**config.mk**
```make
export PLATFORM = sky130hd
export DESIGN_NAME = n64_vbus_demux
export DESIGN_NICKNAME = d
export VERILOG_FILES = /design/src/rtl/n64_vbus_demux.sv
export SDC_FILE = /design/constraint.sdc
export NUM_CORES = 1
export LEC_CHECK = 0
export CORE_MARGIN = 3
export CORE_UTILIZATION = 52
export DETAILED_ROUTE_END_ITERATION = 7
export PLACE_DENSITY = 0.79
export SLEW_MARGIN = 20
export SYNTH_ARGS = -nofsm -noshare
export SYNTH_HDL_FRONTEND = slang
export SYNTH_SLANG_ARGS = --single-unit
```
**constraint.sdc**
```tcl
create_clock -name N64_CLK_i -period 2.5 [get_ports N64_CLK_i]
set_input_delay 0.5 -clock N64_CLK_i [delete_from_list [all_inputs] [get_ports N64_CLK_i]]
set_output_delay 0.5 -clock N64_CLK_i [all_outputs]
set_load 0.005 [all_outputs]
```
**src/rtl/n64_vbus_demux.sv**
```systemverilog
`default_nettype none
// +--------------------------------------------------------------------------+
// | n64_vbus_demux: splits the N64 sync/R/G/B video bus and classifies fields |
// | Revision: 1.0                                                            |
// +--------------------------------------------------------------------------+
module n64_vbus_demux #(
  parameter int         color_width_i   = 7,
  parameter logic [9:0] pal_line_thresh = 10'd290
) (
  input  logic                     N64_CLK_i,
  input  logic                     N64_VRST_i,
  input  logic                     nVDSYNC_i,
  input  logic [color_width_i-1:0] VD_i,
  output logic [3:0]               sync_o,
  output logic [color_width_i-1:0] R_o,
  output logic [color_width_i-1:0] G_o,
  output logic [color_width_i-1:0] B_o,
  output logic                     vdata_valid_o,
  output logic                     phase_err_o,
  output logic [9:0]               line_cnt_o,
  output logic                     pal_o,
  output logic                     interlaced_o,
  output logic                     field_o
);

  localparam logic [1:0] c_ph_red  = 2'd0;
  localparam logic [1:0] c_ph_grn  = 2'd1;
  localparam logic [1:0] c_ph_blu  = 2'd2;
  localparam logic [1:0] c_ph_idle = 2'd3;
  localparam logic [9:0] c_ctr_max = 10'h3FF;

  logic [1:0]               r_phase;
  logic [3:0]               r_sync;
  logic [color_width_i-1:0] r_red;
  logic [color_width_i-1:0] r_grn;
  logic [9:0]               r_line_ctr;
  logic                     w_hs_fall;
  logic                     w_vs_fall;

  // Edges are judged between the previous and the incoming sync word.
  assign w_hs_fall = ~nVDSYNC_i & r_sync[1] & ~VD_i[1];
  assign w_vs_fall = ~nVDSYNC_i & r_sync[3] & ~VD_i[3];

  always_ff @(posedge N64_CLK_i or posedge N64_VRST_i) begin
    if (N64_VRST_i) begin
      r_phase       <= c_ph_idle;
      r_sync        <= 4'hF;
      r_red         <= '0;
      r_grn         <= '0;
      sync_o        <= 4'hF;
      R_o           <= '0;
      G_o           <= '0;
      B_o           <= '0;
      vdata_valid_o <= 1'b0;
      phase_err_o   <= 1'b0;
    end else begin
      vdata_valid_o <= 1'b0;
      phase_err_o   <= 1'b0;
      if (!nVDSYNC_i) begin
        r_phase <= c_ph_red;
        r_sync  <= VD_i[3:0];
        // A sync word arriving after R or G but before B truncates the pixel.
        if ((r_phase == c_ph_grn) || (r_phase == c_ph_blu)) begin
          phase_err_o <= 1'b1;
        end
      end else begin
        case (r_phase)
          c_ph_red: begin
            r_red   <= VD_i;
            r_phase <= c_ph_grn;
          end
          c_ph_grn: begin
            r_grn   <= VD_i;
            r_phase <= c_ph_blu;
          end
          c_ph_blu: begin
            R_o           <= r_red;
            G_o           <= r_grn;
            B_o           <= VD_i;
            sync_o        <= r_sync;
            vdata_valid_o <= 1'b1;
            r_phase       <= c_ph_idle;
          end
          default: begin
            r_phase <= c_ph_idle;
          end
        endcase
      end
    end
  end

  always_ff @(posedge N64_CLK_i or posedge N64_VRST_i) begin
    if (N64_VRST_i) begin
      r_line_ctr   <= '0;
      line_cnt_o   <= '0;
      pal_o        <= 1'b0;
      interlaced_o <= 1'b0;
      field_o      <= 1'b0;
    end else if (w_vs_fall) begin
      line_cnt_o   <= r_line_ctr;
      pal_o        <= (r_line_ctr >= pal_line_thresh);
      r_line_ctr   <= w_hs_fall ? 10'd1 : 10'd0;
      field_o      <= VD_i[1];
      interlaced_o <= (VD_i[1] != field_o);
    end else if (w_hs_fall && (r_line_ctr != c_ctr_max)) begin
      r_line_ctr <= r_line_ctr + 10'd1;
    end
  end

endmodule
`default_nettype wire

```
==> results of run 1 <==
## area by class of cell
cell class | count | area share
Sequential cell | 70 | 0.475
Tap cell | 70 | 0.0236
Clock inverter | 5 | 0.0152
Clock buffer | 11 | 0.0408
Multi-Input combinational cell | 142 | 0.288
Inverter | 8 | 0.00808
Timing Repair Buffer | 56 | 0.150
## placed cells by master (no fill, tap or decap), types with 2 or more instances in the layout
cell              n
xor2_1            2
buf_4             6
a21oi_1           8
nand2_1          37
clkbuf_8         11
dfrtp_1          60
clkinv_2          2
nor2_1            7
or3_1             5
nand3_1           3
clkdlybuf4s50_1  49
xnor2_1           2
dfstp_2          10
nand4_1           4
o21ai_0           9
mux2_2           43
inv_1             7
nor2b_1           3
ha_1              7
## power by group through the flow
stage	combinational, mW	sequential, mW	clock [mW]
floorplan	0.325	1.57	0
global placement	0.784	1.57	0
detailed placement	0.806	1.59	0
CTS	0.811	1.57	0.958
global route	0.869	1.61	1.00
finish	0.792	1.57	0.930
## layer usage
metal | vias to the layer above | track usage | share of wire
met5 | - | 0 | 0
met4 | 0 | 0.0760 | 0.010
met3 | 5 | 0.0549 | 0.044
met2 | 32 | 0.281 | 0.47
met1 | 945 | 0.262 | 0.47
li1 | 907 | - | -
## worst max-delay path by stage
| stage | startpoint | end | cells past startpoint |
|---|---|---|---|
| global route | nVDSYNC_i | r_line_ctr[9]$_DFFE_PP0P_ | 5 |
| floorplan | N64_VRST_i | B_o[0]$_DFFE_PP0P_ | 1 |
| CTS | sync_o[3]$_DFFE_PP1P_ | sync_o[3] | 1 |
| global placement | nVDSYNC_i | r_line_ctr[7]$_DFFE_PP0P_ | 5 |
| detailed placement | nVDSYNC_i | r_line_ctr[7]$_DFFE_PP0P_ | 5 |
| finish | sync_o[3]$_DFFE_PP1P_ | sync_o[3] | 1 |
## state kept, by name, summed over array words and instances (netlist names)
register / flops
r_sync: 4
interlaced_o: 1
r_line_ctr: 10
G_o: 7
r_red: 7
line_cnt_o: 10
r_phase: 2
field_o: 1
sync_o: 4
r_grn: 7
B_o: 7
phase_err_o: 1
R_o: 7
pal_o: 1
vdata_valid_o: 1
## metrics by stage
step / worst slack [ns] / total power, mW / hold WS (ns) / area, µm² / utilization
2_1_floorplan: 0.248 / 1.90 / 0.470 / 2900 / -
3_3_place_gp: 0.369 / 2.36 / 0.460 / 3510 / 0.670
3_5_place_dp: 0.317 / 2.39 / 0.462 / 3510 / 0.670
4_1_cts: 0.606 / 3.34 / 0.481 / 3710 / 0.709
5_1_grt: 0.560 / 3.48 / 0.503 / 3710 / 0.709
6_report: 0.628 / 3.29 / 0.475 / 3710 / 0.709
## tightest hold or removal path, cell delays in order (launching register included)
cell,delay [ns]
dfrtp_1,0.34
nand2_1,0.05
nand2_1,0.05
## cell families (layout without fill, tap and decap cells)
family / Yosys count / after routing / share of synthesized area
AO/OA/AOI/OAI: 22 / 22 / 0.0461
XOR/XNOR: 4 / 4 / 0.0121
adder cells (fa/ha/maj): 7 / 7 / 0.0302
buffers and inverters: 16 / 80 / 0.0250
flip-flops: 70 / 70 / 0.608
multiplexers: 43 / 43 / 0.167
AND/OR/NAND/NOR: 66 / 66 / 0.112
==> flow_metrics.tcl, run 1 <==
set metrics [dict create \
    crit_path_end_kind "output port" \
    clock_latency_ns 0.34 \
    pwr-share-comb 0.241 \
    period_share 0.749 \
    die_area_um2 6510 \
    critPathBufInv 1 \
    diodes 0 \
    areaGrowthSynthToFinish_pct 28.0 \
    core_area_um2 5240 \
    post_cts_buffers 0 \
    tightest_slew_ns 0.443 \
    required_ns 2.00 \
    avgViaCountPerCell 5.22 \
    netlist-cell-type-count 30 \
    cpMaxStageDelayCell "dfstp_2" \
    p_per_area_nw_per_um2 886 \
    gp_congestion 0.796 \
    overflow 0 \
    dieHeight_um 80.7 \
    fin_tns_setup_ns 0 \
    arrival_ns 1.37 \
    antenna_left 0 \
    rsz0062_at_grt "no" \
    cpLargestDelayFamily "flip-flops" \
    num_io_pins 50 \
    synthCells 228 \
    synth.most_common_cell "dfrtp_1" \
    p_leak_nw 1.63 \
    drc_errors 0 \
    ir_drop_uv 666 \
    setup_violations 0 \
    synth_area_um2 2900 \
    clkPwrFrac 0.283 \
    final-seq-area_um2 1760 \
    hold_path_depth 2 \
    yosys-top-cells-area "dfrtp_1 (52%), mux2_2 (17%), dfstp_2 (9.1%), nand2_1 (4.8%), ha_1 (3.0%)" \
    slew_viol_final 0 \
    synth-edff-count 0 \
    ctsHoldBuffers 0 \
    p_sw_frac 0.251 \
    path_cells "clkdlybuf4s50_1" \
    die_w_um 80.7 \
    io_buffers 49 \
    grt_antenna_before_repair 0 \
    yosys_warnings 0 \
    vias 1889 \
    crit_fanout 2 \
    critPathMaxStageDelay_ns 0.54 \
    clock_sinks 70 \
    cts_tree "done" \
    cts.root.buffer_cell "clkbuf_8" \
    status "complete, no violations" \
    num-nets-final 304 \
    fmax_mhz 534 \
    initial_core_util 0.554 \
    grt_pass1_vias 1900 \
    post_cts_resized 0 \
    track_usage 0.189 \
    multiInputGateArea_um2 1070 \
    avgRoutedWirePerCell_um 14.7 \
    worstHoldStart "line_cnt_o[7]$_DFFE_PP0N_" \
    row_count 26 \
    rr_endpoint "G_o[2]$_DFFE_PP0P_" \
    r2r_slack_ns 0.80 \
    async_flop_share 1.00 \
    ctsHtreeMaxLevel 3 \
    synth_nets 245 \
    pwr-share-seq 0.476 \
    fin_skew_ns 0.0106 \
    finalNonFillerCells 362 \
    min_period_ns 1.87 \
    netlist_top_cells_count "dfrtp_1 (60), mux2_2 (43), nand2_1 (37)" \
    reg2reg_from "r_phase[0]$_DFF_PP1_" \
    drt_pass1_iterations 4 \
    drt_wl_total_mm 5.31 \
    yosysTopAreaCell "dfrtp_1" \
    cts_buffers 9 \
    drv_cap 0 \
    hold_class "flop to flop" \
    maxSlewHeadroom 0.704 \
    hpwlAfterDp_mm 3.61 \
    ys_ff_latch 70 \
    fill_cells 384 \
    grt_pass1_wl_mm 9.23 \
    grt_max_degree 71 \
    worst_r2r_path_depth 5 \
    p_switching_uw 826 \
    final_layout_size_suffix_gt1_frac 0.281 \
    clk_pin_slew_ns 0.07 \
    ys.flop_type "dfrtp_1" \
    internal_power_mw 2.46 \
    clockBufferDepth 2 \
    crit_path_start_kind "flop" \
    seq_area_frac_synth 0.608 \
    crit_type "flop to output port" \
    finalHoldViolCount 0 \
    place_inst 346 \
    whs_endpoint "line_cnt_o[7]$_DFFE_PP0N_" \
    synth_top_cell_area_share 0.517 \
    avgSynthCellArea_um2 12.7 \
    drt_iter0_markers 70 \
]
(Power assumes the default switching activity.)
==> inputs of run 2 (changes only) <==
- clock period: 2.5 -> 1.89 ns (I/O delays scaled with it)
==> run 2 against run 1 <==
  * Worst hold slack got worse by 0.017 ns
  * Count of clock-buffer cells in the layout increased by 3
  * Power increased by 35%
  * Clock power increased by 41%
  * Design area increased by 1.6%
  * Register-to-register slack got worse by 0.58 ns
  * Sequential power increased by 32%
  * Flip-flop and latch count unchanged
  * Clock skew decreased by 0.0031 ns
  * Via count increased by 1.4%
  * Critical path type unchanged
==> flow_metrics.tcl, run 2 (same netlist as run 1, synthesis figures left out) <==
set metrics [dict create \
    clockBufferDepth 2 \
    drt_iter0_markers 107 \
    dr_wl_met2_mm 2.55 \
    areaGrowthSynthToFinish_pct 30.1 \
    period_share 0.920 \
    crit_fanout 2 \
    post_cts_resized 0 \
    hpwlAfterDp_mm 3.70 \
    gp_congestion 0.825 \
    reg2reg_from "r_line_ctr[6]$_DFFE_PP0P_" \
    slew_viol_final 0 \
    die_w_um 80.7 \
    r2r_slack_ns 0.22 \
    rsz0062_at_grt "no" \
    num_io_pins 50 \
    die_area_um2 6510 \
    grt_max_degree 48 \
    whs_ns 0.458 \
    drv_cap 0 \
    vias 1915 \
    row_count 26 \
    dieHeight_um 80.7 \
    critPathMaxStageDelay_ns 0.53 \
    hold_class "input pin to asynchronous set/reset pin" \
    cpLargestDelayFamily "flip-flops" \
    rr_endpoint "r_line_ctr[7]$_DFFE_PP0P_" \
    fin_tns_setup_ns 0 \
    avgViaCountPerCell 5.22 \
    cts_buffers 9 \
    final_layout_size_suffix_gt1_frac 0.279 \
    routed.top_layer "met4" \
    io_buffers 49 \
    clock_sinks 70 \
    status "complete, no violations" \
    cpMaxStageDelayCell "dfstp_2" \
    crit_path_start_kind "flop" \
    initial_core_util 0.554 \
    cts.root.buffer_cell "clkbuf_8" \
    grt_pass1_wl_mm 9.40 \
    overflow 0 \
    crit_path_start "sync_o[3]$_DFFE_PP1P_" \
    arrival_ns 1.36 \
    diodes 0 \
    fin_util 0.720 \
    path_cells "clkdlybuf4s50_1" \
    cts_tree "done" \
    antenna_left 0 \
    drt_pass1_iterations 4 \
    finalHoldViolCount 0 \
    worst_r2r_path_depth 4 \
    ctsHoldBuffers 0 \
    avgRoutedWirePerCell_um 14.9 \
    setup_violations 0 \
    clock_latency_ns 0.34 \
    p_leak_nw 1.66 \
    drt_wl_total_mm 5.45 \
    clk_pin_slew_ns 0.07 \
    min_period_ns 1.74 \
    final_common_cell "dfrtp_1" \
    wl_met1_mm 2.63 \
    reg.largest.list "line_cnt_o x10, r_line_ctr x10" \
    crit_path_end_kind "output port" \
    num-nets-final 309 \
    track_usage 0.192 \
    core_area_um2 5240 \
    maxSlewHeadroom 0.634 \
    crit_type "flop to output port" \
    grt_antenna_before_repair 0 \
    fin_skew_ns 0.00744 \
    tightest_slew_ns 0.548 \
    wl_met3_um 200 \
    grt_pass1_vias 1949 \
    drc_errors 0 \
    fmax_mhz 575 \
    p_per_area_nw_per_um2 1170 \
    ir_drop_uv 668 \
    ctsHtreeMaxLevel 3 \
    critPathBufInv 1 \
    final_cell_mix "dfrtp_1 (60), clkdlybuf4s50_1 (49), mux2_2 (43)" \
    post_cts_buffers 0 \
    required_ns 1.51 \
]
==> run 2: changes by cell type in the layout (fill, tap and decap cells not counted) <==
| cell | change |
|---|---|
| bufinv_16 | +1 |
| clkbuf_8 | -1 |
| inv_2 | -1 |
| inv_6 | -1 |
| buf_12 | +1 |
| clkinv_2 | -2 |
| buf_4 | +4 |
| clkbuf_1 | +4 |
==> run 2: worst max-delay path by stage <==
stage,endpoint,cells past startpoint
after detailed placement,r_line_ctr[7]$_DFFE_PP0P_,5
after global routing,r_line_ctr[3]$_DFFE_PP0P_,4
final,sync_o[3],1
after floorplan,G_o[3]$_DFFE_PP0P_,5
after CTS,sync_o[0],1
after global placement,r_line_ctr[9]$_DFFE_PP0P_,5
==> run 2: metal layers <==
layer  track usage  vias to the layer above
met4        0.0709                        0
met5             0                        -
met3        0.0471                        7
met1         0.270                      950
met2         0.291                       43
li1              -                      915
==> run 2: layout make-up <==
| cell class | count | area, µm² |
|---|---|---|
| tap | 70 | 87.6 |
| multi-input combinational | 142 | 1070 |
| timing repair buffer | 61 | 606 |
| sequential | 70 | 1760 |
| fill | 381 | 1460 |
| clock inverter | 2 | 60.1 |
| clock buffer | 14 | 153 |
| inverter | 8 | 33.8 |
==> run 2: power by group <==
part	switching, mW	internal (mW)
clock	0.523	0.783
sequential	0.198	1.87
combinational	0.342	0.714
==> run 2: per-stage QoR <==
stage / setup slack, ns / cells / total power [mW] / instance area (µm²)
after global placement: -0.0491 / 351 / 3.12 / 3560
after global routing: 0.0376 / 367 / 4.65 / 3770
after detailed placement: -0.0891 / 351 / 3.16 / 3560
after floorplan: 0.220 / 228 / 2.51 / 2910
final: 0.152 / 367 / 4.43 / 3770
after CTS: 0.132 / 367 / 4.48 / 3770
